### config.mk
export PLATFORM = sky130hd
export DESIGN_NAME = s5_div_sched
export DESIGN_NICKNAME = d
export VERILOG_FILES = /design/src/rtl/s5_div_sched.sv
export SDC_FILE = /design/constraint.sdc
export NUM_CORES = 2
export LEC_CHECK = 0
export ABC_AREA = 1
export CAP_MARGIN = 20
export CORE_MARGIN = 2
export CORE_UTILIZATION = 40
export DETAILED_ROUTE_END_ITERATION = 10
export PLACE_DENSITY_LB_ADDON = 0.1
export SYNTH_ARGS = -nofsm -noshare
export SYNTH_HDL_FRONTEND = slang
export SYNTH_SLANG_ARGS = --single-unit
### constraint.sdc
create_clock -name clk -period 4 [get_ports clk]
set_input_delay 1 -clock clk [delete_from_list [all_inputs] [get_ports clk]]
set_output_delay 1 -clock clk [all_outputs]
set_load 0.01 [all_outputs]
### src/rtl/s5_div_sched.sv
// s5_div_sched: computes z = (a % b == zero) ? c / d : a / b by running the
// a/b and c/d divisions back to back on one shared restoring divider that
// works on unsigned magnitudes. Signs are reapplied in the FIX states.
module s5_div_sched #(
  parameter int DATAWIDTH = 64
) (
  input  logic                 clk,
  input  logic                 rst,
  input  logic                 start,
  input  logic [DATAWIDTH-1:0] a,
  input  logic [DATAWIDTH-1:0] b,
  input  logic [DATAWIDTH-1:0] c,
  input  logic [DATAWIDTH-1:0] d,
  input  logic [DATAWIDTH-1:0] zero,
  output logic                 busy,
  output logic                 done,
  output logic [DATAWIDTH-1:0] z,
  output logic                 dz
);

  localparam int W  = DATAWIDTH;
  localparam int CW = $clog2(W + 1);
  localparam logic [W-1:0]  ZERO_W    = '0;
  localparam logic [W-1:0]  ONES_W    = '1;
  localparam logic [CW-1:0] LAST_STEP = CW'(W - 1);
  localparam logic [CW-1:0] ONE_C     = CW'(1);

  typedef enum logic [2:0] {
    IDLE   = 3'd0,
    DIV_AB = 3'd1,
    FIX_AB = 3'd2,
    DIV_CD = 3'd3,
    FIX_CD = 3'd4,
    SEL    = 3'd5
  } state_t;

  state_t        state_reg;
  logic [CW-1:0] step_reg;

  // Latched operands
  logic [W-1:0] a_reg, b_reg, c_reg, d_reg, zero_reg;
  // Signed partial results: e = a/b, g = a%b, f = c/d
  logic [W-1:0] e_reg, g_reg, f_reg;
  // Divider datapath: quotient/dividend shift register, partial remainder, divisor
  logic [W-1:0] quo_reg, rem_reg, dvs_reg;

  logic [W:0]   shifted;
  logic [W-1:0] diff;
  logic         take;
  logic [W-1:0] rem_next, quo_next;

  // Magnitude of a two's complement value; the most negative value maps to
  // unsigned 2^(W-1), which still fits in W bits.
  function automatic logic [W-1:0] mag(input logic [W-1:0] x);
    return x[W-1] ? (ZERO_W - x) : x;
  endfunction

  // Signed quotient from the unsigned one; a zero divisor yields -1.
  function automatic logic [W-1:0] fix_quot(input logic [W-1:0] q,
                                            input logic n_neg,
                                            input logic d_neg,
                                            input logic d_zero);
    if (d_zero) return ONES_W;
    return (n_neg ^ d_neg) ? (ZERO_W - q) : q;
  endfunction

  // Remainder takes the sign of the dividend (also gives rem = dividend for d=0).
  function automatic logic [W-1:0] fix_rem(input logic [W-1:0] r, input logic n_neg);
    return n_neg ? (ZERO_W - r) : r;
  endfunction

  // One restoring shift-subtract step of the shared divider
  always_comb begin
    shifted  = {rem_reg, quo_reg[W-1]};
    diff     = shifted[W-1:0] - dvs_reg;
    take     = (shifted >= {1'b0, dvs_reg});
    rem_next = take ? diff : shifted[W-1:0];
    quo_next = {quo_reg[W-2:0], take};
  end

  // Sequencing FSM with registered outputs and divider state
  always_ff @(posedge clk or negedge rst) begin
    if (!rst) begin
      state_reg <= IDLE;
      step_reg  <= '0;
      busy      <= 1'b0;
      done      <= 1'b0;
      z         <= '0;
      dz        <= 1'b0;
      a_reg     <= '0;
      b_reg     <= '0;
      c_reg     <= '0;
      d_reg     <= '0;
      zero_reg  <= '0;
      e_reg     <= '0;
      g_reg     <= '0;
      f_reg     <= '0;
      quo_reg   <= '0;
      rem_reg   <= '0;
      dvs_reg   <= '0;
    end else begin
      done <= 1'b0;
      case (state_reg)
        IDLE: begin
          // busy is still high in the done cycle, so a start there is dropped
          if (start && !busy) begin
            a_reg     <= a;
            b_reg     <= b;
            c_reg     <= c;
            d_reg     <= d;
            zero_reg  <= zero;
            quo_reg   <= mag(a);
            rem_reg   <= '0;
            dvs_reg   <= mag(b);
            step_reg  <= '0;
            busy      <= 1'b1;
            state_reg <= DIV_AB;
          end else begin
            busy <= 1'b0;
          end
        end
        DIV_AB, DIV_CD: begin
          quo_reg <= quo_next;
          rem_reg <= rem_next;
          if (step_reg == LAST_STEP) begin
            step_reg  <= '0;
            state_reg <= (state_reg == DIV_AB) ? FIX_AB : FIX_CD;
          end else begin
            step_reg <= step_reg + ONE_C;
          end
        end
        FIX_AB: begin
          e_reg     <= fix_quot(quo_reg, a_reg[W-1], b_reg[W-1], b_reg == ZERO_W);
          g_reg     <= fix_rem(rem_reg, a_reg[W-1]);
          quo_reg   <= mag(c_reg);
          rem_reg   <= '0;
          dvs_reg   <= mag(d_reg);
          state_reg <= DIV_CD;
        end
        FIX_CD: begin
          f_reg     <= fix_quot(quo_reg, c_reg[W-1], d_reg[W-1], d_reg == ZERO_W);
          state_reg <= SEL;
        end
        SEL: begin
          z         <= (g_reg == zero_reg) ? f_reg : e_reg;
          dz        <= (b_reg == ZERO_W) | (d_reg == ZERO_W);
          done      <= 1'b1;
          state_reg <= IDLE;
        end
        default: state_reg <= IDLE;
      endcase
    end
  end

endmodule

; Word level (Yosys, flattened, before mapping)
; Cells that the tools add are included.
[word_totals]
elab_cells = 84
mem_bits_rw = 0
inputBits = 323
mem_bits_ro = 0
latch_bits = 0
register_bits = 781
out_inout_bits = 67
mem_count = 0
[classes]
magnitude_cmp = 1
n_shift = 0
add_sub_neg = 8
n_reduce_logical = 14
n_mux = 32
mul = 0
div_mod_pow = 0
n_bitwise = 3
n_eq_ne = 9
[ops]
columns = operator, count
row1 = 64-bit two-way mux, 16
row2 = 64-bit one-hot mux with 3 select lines, 2
row3 = 1-bit by 64-bit subtractor with 64-bit output (first input constant), 6
row4 = 64-bit logical NOT, 2
row5 = 64-bit one-hot mux with 2 select lines, 1
row6 = 65-bit by 64-bit >= comparator with 1-bit output, 1
row7 = 64-bit == test, 1
row8 = 64-bit subtractor, 1
row9 = 7-bit two-way mux, 2
row10 = 7-bit one-hot mux with 2 select lines, 1
row11 = 3-bit one-hot mux with 4 select lines, 1
row12 = 2-bit AND reduction, 5
row13 = 3-bit two-way mux, 3
row14 = 7-bit by 1-bit adder with 7-bit output (second input constant), 1
row15 = 7-bit by 6-bit == test with 1-bit output (second input constant), 1
row16 = 3-bit by 2-bit == test with 1-bit output (second input constant), 2
row17 = 3-bit == test (second input constant), 2
row18 = 1-bit two-way mux, 6
row19 = 2-bit inequality test (second input constant), 2
row20 = 2-bit nonzero test, 2
row21 = 3-bit by 1-bit == test with 1-bit output (second input constant), 1
row22 = 3-bit logical NOT, 1
row23 = 3-bit nonzero test, 1
row24 = 2-bit OR reduction, 1
row25 = other kinds (4), 5

; Depth between registers and ports, before layout
[logic_depth]
depth_word = 4
mapped_depth = 19
ltp_nobuf = 18

; Least setup slack after synthesis
; No wires, ideal clock.
[synth_timing]
path_type = input to register
startpoint = in a[1]
endpoint = reg quo_reg[40]
setup_ns = 0.120
slack_ns = 1.415
arrival_time_ns = 2.465
t_required_ns = 3.880
path_stages = 13
n_path_buf = 0
path_cell_list = inv_1 -> ha_1 -> nand3_1 -> nor2_1 -> nand2_1 -> inv_1 -> nand3_1 -> o21ai_0 -> nand3_1 -> nand3_1 -> nand3_1 -> o21ai_0 -> inv_1
[synth_via]
elab_chain_len = 4
[synth_lines]
columns = element, line_no
row1 = start: declaration, 10  ; input logic [DATAWIDTH-1:0] a,
row2 = 1-bit by 64-bit subtractor with 64-bit output, 55  ; return x[W-1] ? (ZERO_W - x) : x;
row3 = 64-bit two-way mux, 55
row4 = 64-bit two-way mux, 106  ; if (start && !busy) begin
row5 = 64-bit one-hot mux with 3 select lines, 103  ; case (state_reg)
row6 = end signal: assignment, 112  ; quo_reg <= mag(a);
row7 = end signal: assignment, 123  ; quo_reg <= quo_next;
row8 = end signal: assignment, 135  ; quo_reg <= mag(c_reg);
row9 = end: declaration, 45  ; logic [W-1:0] quo_reg, rem_reg, dvs_reg;
; No other way between the ends. The select of a mux whose other input is x is not followed.
; A chain may end at the register's enable or synchronous reset.

; Worst setup path after layout
[layout_timing]
startpoint = reg c_reg[0]
endpoint = reg quo_reg[44]
[layout_via]
elab_chain_len = 3
[layout_lines]
columns = element, line_no
row1 = start: declaration, 41  ; logic [W-1:0] a_reg, b_reg, c_reg, d_reg, zero_reg;
row2 = start signal: assignment, 92  ; c_reg <= '0;
row3 = start signal: assignment, 109  ; c_reg <= c;
row4 = 1-bit by 64-bit subtractor with 64-bit output, 55
row5 = 64-bit two-way mux, 55
row6 = 64-bit one-hot mux with 3 select lines, 103
; No other way between the ends.

==> key figures <==
Pwr
  • Maximum resistive drop on vdd: just under 300 uV
  • Pwr/cell area: around 270 nW/um2
  • Power consumption: 16.4 mW
  • Leakage power figure: 30.5 nW

Detailed routing
  • Wire per inst: around 22 um
  • Mean number of vias per cell: ~5.4
  • First-pass iteration count of the detailed router: 7
  • Vias after detailed routing: 55,000
  • Residual antenna-violating net count after detailed routing: 0
  • Number of remaining DRC errors: 0
  • Initial DRC Count: about 5,700
  • Routed Wire Length: approximately 230 mm

GRT
  • Vias in the first global route: approximately 51,000
  • GRT Resource Usage Total: roughly a third
  • Remaining global-route overflow: 0
  • Wire length of the first global-routing pass: 334 mm
  • Largest net degree at the start of global routing: roughly 180
  • Antenna violations before repair: 20

Logic synthesis
  • Fraction of synthesis flops using an asynchronous set or reset pin: 100%
  • Synthesized cell area: between 50,000 and 60,000 um2
  • Most frequent cells after synthesis: 2,602 x sky130_fd_sc_hd__nand2_1, 1,080 x sky130_fd_sc_hd__inv_1, 924 x sky130_fd_sc_hd__nor2_1, 718 x sky130_fd_sc_hd__dfrtp_1, 694 x sky130_fd_sc_hd__nand3_1
  • FF+latch count, synth: 718
  • Yosys warning total: 0
  • Part of the Yosys area used for sequential elements: a little over a third
  • Most frequently used flop master after synthesis: sky130_fd_sc_hd__dfrtp_1
  • Mapped Nets: around 8,500
  • Largest cells by area after synthesis: sky130_fd_sc_hd__dfrtp_1 35%, sky130_fd_sc_hd__nand2_1 19%, sky130_fd_sc_hd__inv_1 7.8%, sky130_fd_sc_hd__nand3_1 6.7%, sky130_fd_sc_hd__nor2_1 6.7%
  • Cells after Synth: about 8,100
  • Post-synth top area share: 34.7%
  • Most common cell in the synthesized netlist: sky130_fd_sc_hd__nand2_1
  • Per-instance average area after synthesis: 6.35 um2
  • Post-synth EDFFs: 0
  • Number of distinct library cells after synthesis: 56
  • Cell accounting for the most synthesized area: sky130_fd_sc_hd__dfrtp_1

Clock tree
  • Total clock sinks: about 700
  • Post-CTS setup repair buffer count: 0
  • Maximum level of the CTS H-tree: 3
  • TritonCTS clock tree: yes
  • Clock insertion delay at the later pin of the skew report: 710 ps
  • Maximum clock insertion buffer count: 3
  • Cell at the root of the clock tree: sky130_fd_sc_hd__clkbuf_16
  • Number of buffers inserted by hold repair at cts: 0
  • Number of resized instances in the post-cts repair step: 0
  • Clock input transition at the sequential cells of the worst setup and hold paths: about 60 ps
  • Clock buffers created by TritonCTS: 88

Timing
  • Setup violation total in the final timing report: 0
  • Slew headroom: around 28%
  • Final critical delay including setup and external delays: 3240 ps
  • Sum Neg Setup Slack: 0 ps
  • Max-slew violation count: 0
  • Final Skew: approximately 30 ps
  • Hold Fails Final Rpt: 0
  • Period utilization: 81.1%
  • Highest clock frequency the design can meet: just over 0.3 GHz
  • Hold_ws: around 370 ps
  • Pin slew with the least headroom to its limit: roughly 1100 ps
  • Unrepaired setup endpoints after global routing: no

Worst setup path
  • WS Path Type: reg -> reg
  • Worst endpoint required time: ~4600 ps
  • Type of origin of the critical path: flop
  • Worst Reg2Reg Path Length in Cells: 14
  • Arrival time at the worst endpoint: between 3000 and 4000 ps
  • Element type at the critical path end: flop
  • Critical path fanouts, max: 8

Die
  • Number of top-level pins: 390
  • Cell Rows: about 130
  • Floorplan die width: 364 um
  • Die Outline Area: around 130,000 um2
  • Area of the core: 128,000 um2
  • Initial core utilization: between 40% and 50%
  • Vertical die dimension: roughly 360 um

Layout
  • Share of final-layout standard cells stronger than drive strength 1: under 10%
  • Total Nets Final: 8,820
  • Post-route cell area: roughly 60,000 um2
  • Area grow syn2layout: 16.5%

Job
  • Number of violations of the max-capacitance limit: 0

Hold path
  • Hold Path Class: in -> async

Place
  • Post-detailed-placement half-perimeter wirelength: ~180 mm
  • Buffers added on ports: roughly 390
  • Placement Cell Area: ~57,000 um2
  • Final weighted congestion of routability-driven global placement: slightly above 1

Outcome
  • Status: finished clean
-- per-stage QoR --
| step | utilization (%) | setup WS [ps] | instances |
|---|---|---|---|
| after floorplan | - | 1420 | 8148 |
| after global placement | 44.9 | 131 | 10100 |
| after detailed placement | 44.9 | 72.4 | 10100 |
| after CTS | 47.1 | 832 | 10200 |
| after global routing | 47.1 | 565 | 10200 |
| final | 47.1 | 756 | 10200 |
-- worst max-delay path, stage by stage, from the launching register on --
cell	delay (ps)
sky130_fd_sc_hd__dfrtp_1	400
sky130_fd_sc_hd__inv_1	130
sky130_fd_sc_hd__ha_1	330
sky130_fd_sc_hd__nand3_2	180
sky130_fd_sc_hd__nor2_4	270
sky130_fd_sc_hd__nand2_1	80
sky130_fd_sc_hd__nand2_1	100
sky130_fd_sc_hd__nand2_1	120
sky130_fd_sc_hd__nor2_1	420
sky130_fd_sc_hd__nand2_1	200
sky130_fd_sc_hd__o21ai_0	230
sky130_fd_sc_hd__nand3_1	370
sky130_fd_sc_hd__nand3_1	220
sky130_fd_sc_hd__nand2_1	70
sky130_fd_sc_hd__inv_1	50
-- area by class of cell --
type,instances,area (um2)
Inverter,1097,4130
Fill cell,13500,67700
Antenna cell,1,2.50
Clock inverter,25,383
Clock buffer,127,2480
Multi-Input combinational cell,6024,28200
Timing Repair Buffer,496,4950
Sequential cell,718,18000
Tap cell,1729,2160
-- where the power goes --
part,internal (mW),switching [mW]
sequential,7.27,0
clock,4.71,3.43
combinational,0.387,0.555
-- worst paths after layout --
path / end / from / slack (ps)
hold reg to reg: f_reg[53]$_DFFE_PN0P_ / f_reg[53]$_DFFE_PN0P_ / 480
hold / removal: dvs_reg[41]$_DFFE_PN0P_ / rst / 370
max in group asynchronous: z[41]$_DFFE_PN0P_ / rst / 2570
setup reg to reg: quo_reg[44]$_DFFE_PN0P_ / c_reg[0]$_DFFE_PN0P_ / 760
min in group clk: f_reg[53]$_DFFE_PN0P_ / f_reg[53]$_DFFE_PN0P_ / 480
setup / recovery: quo_reg[44]$_DFFE_PN0P_ / c_reg[0]$_DFFE_PN0P_ / 760
-- logic make-up (layout without fill, tap and decap cells) --
group	count (synthesis)	in the layout	share of synthesized area (%)
xor gates and xnor gates	207	207	3.50
DFF	718	718	34.7
muxes	1	1	0.0193
and+or+nand+nor	4650	4650	37.7
other	0	1	0
adders and majority gates	72	72	1.76
buffers and inverters	1406	1745	10.9
AOI/OAI and AO/OA	1094	1094	11.5
-- placed cells by master, fill, tap and decap left out, drive strengths merged, types with 18 or more instances in the layout --
cell	instances
nand2	2667
inv	1101
nor2	954
nand3	724
dfrtp	718
o21ai	624
clkdlybuf4s50	386
a21oi	287
nand4	155
clkbuf	127
xor2	123
buf	110
nor3	87
xnor2	84
ha	71
a22oi	66
o211ai	50
a31oi	20
nor4	18
-- layer usage --
metal,vias up,global-route usage [%],wire length (um)
met3,306,7.19,21100
met5,-,0,193
met2,2419,47.7,90900
li1,26400,-,-
met4,30,8.49,6190
met1,25900,51.4,108000
Note: power is estimated with default switching activity, not from simulation.
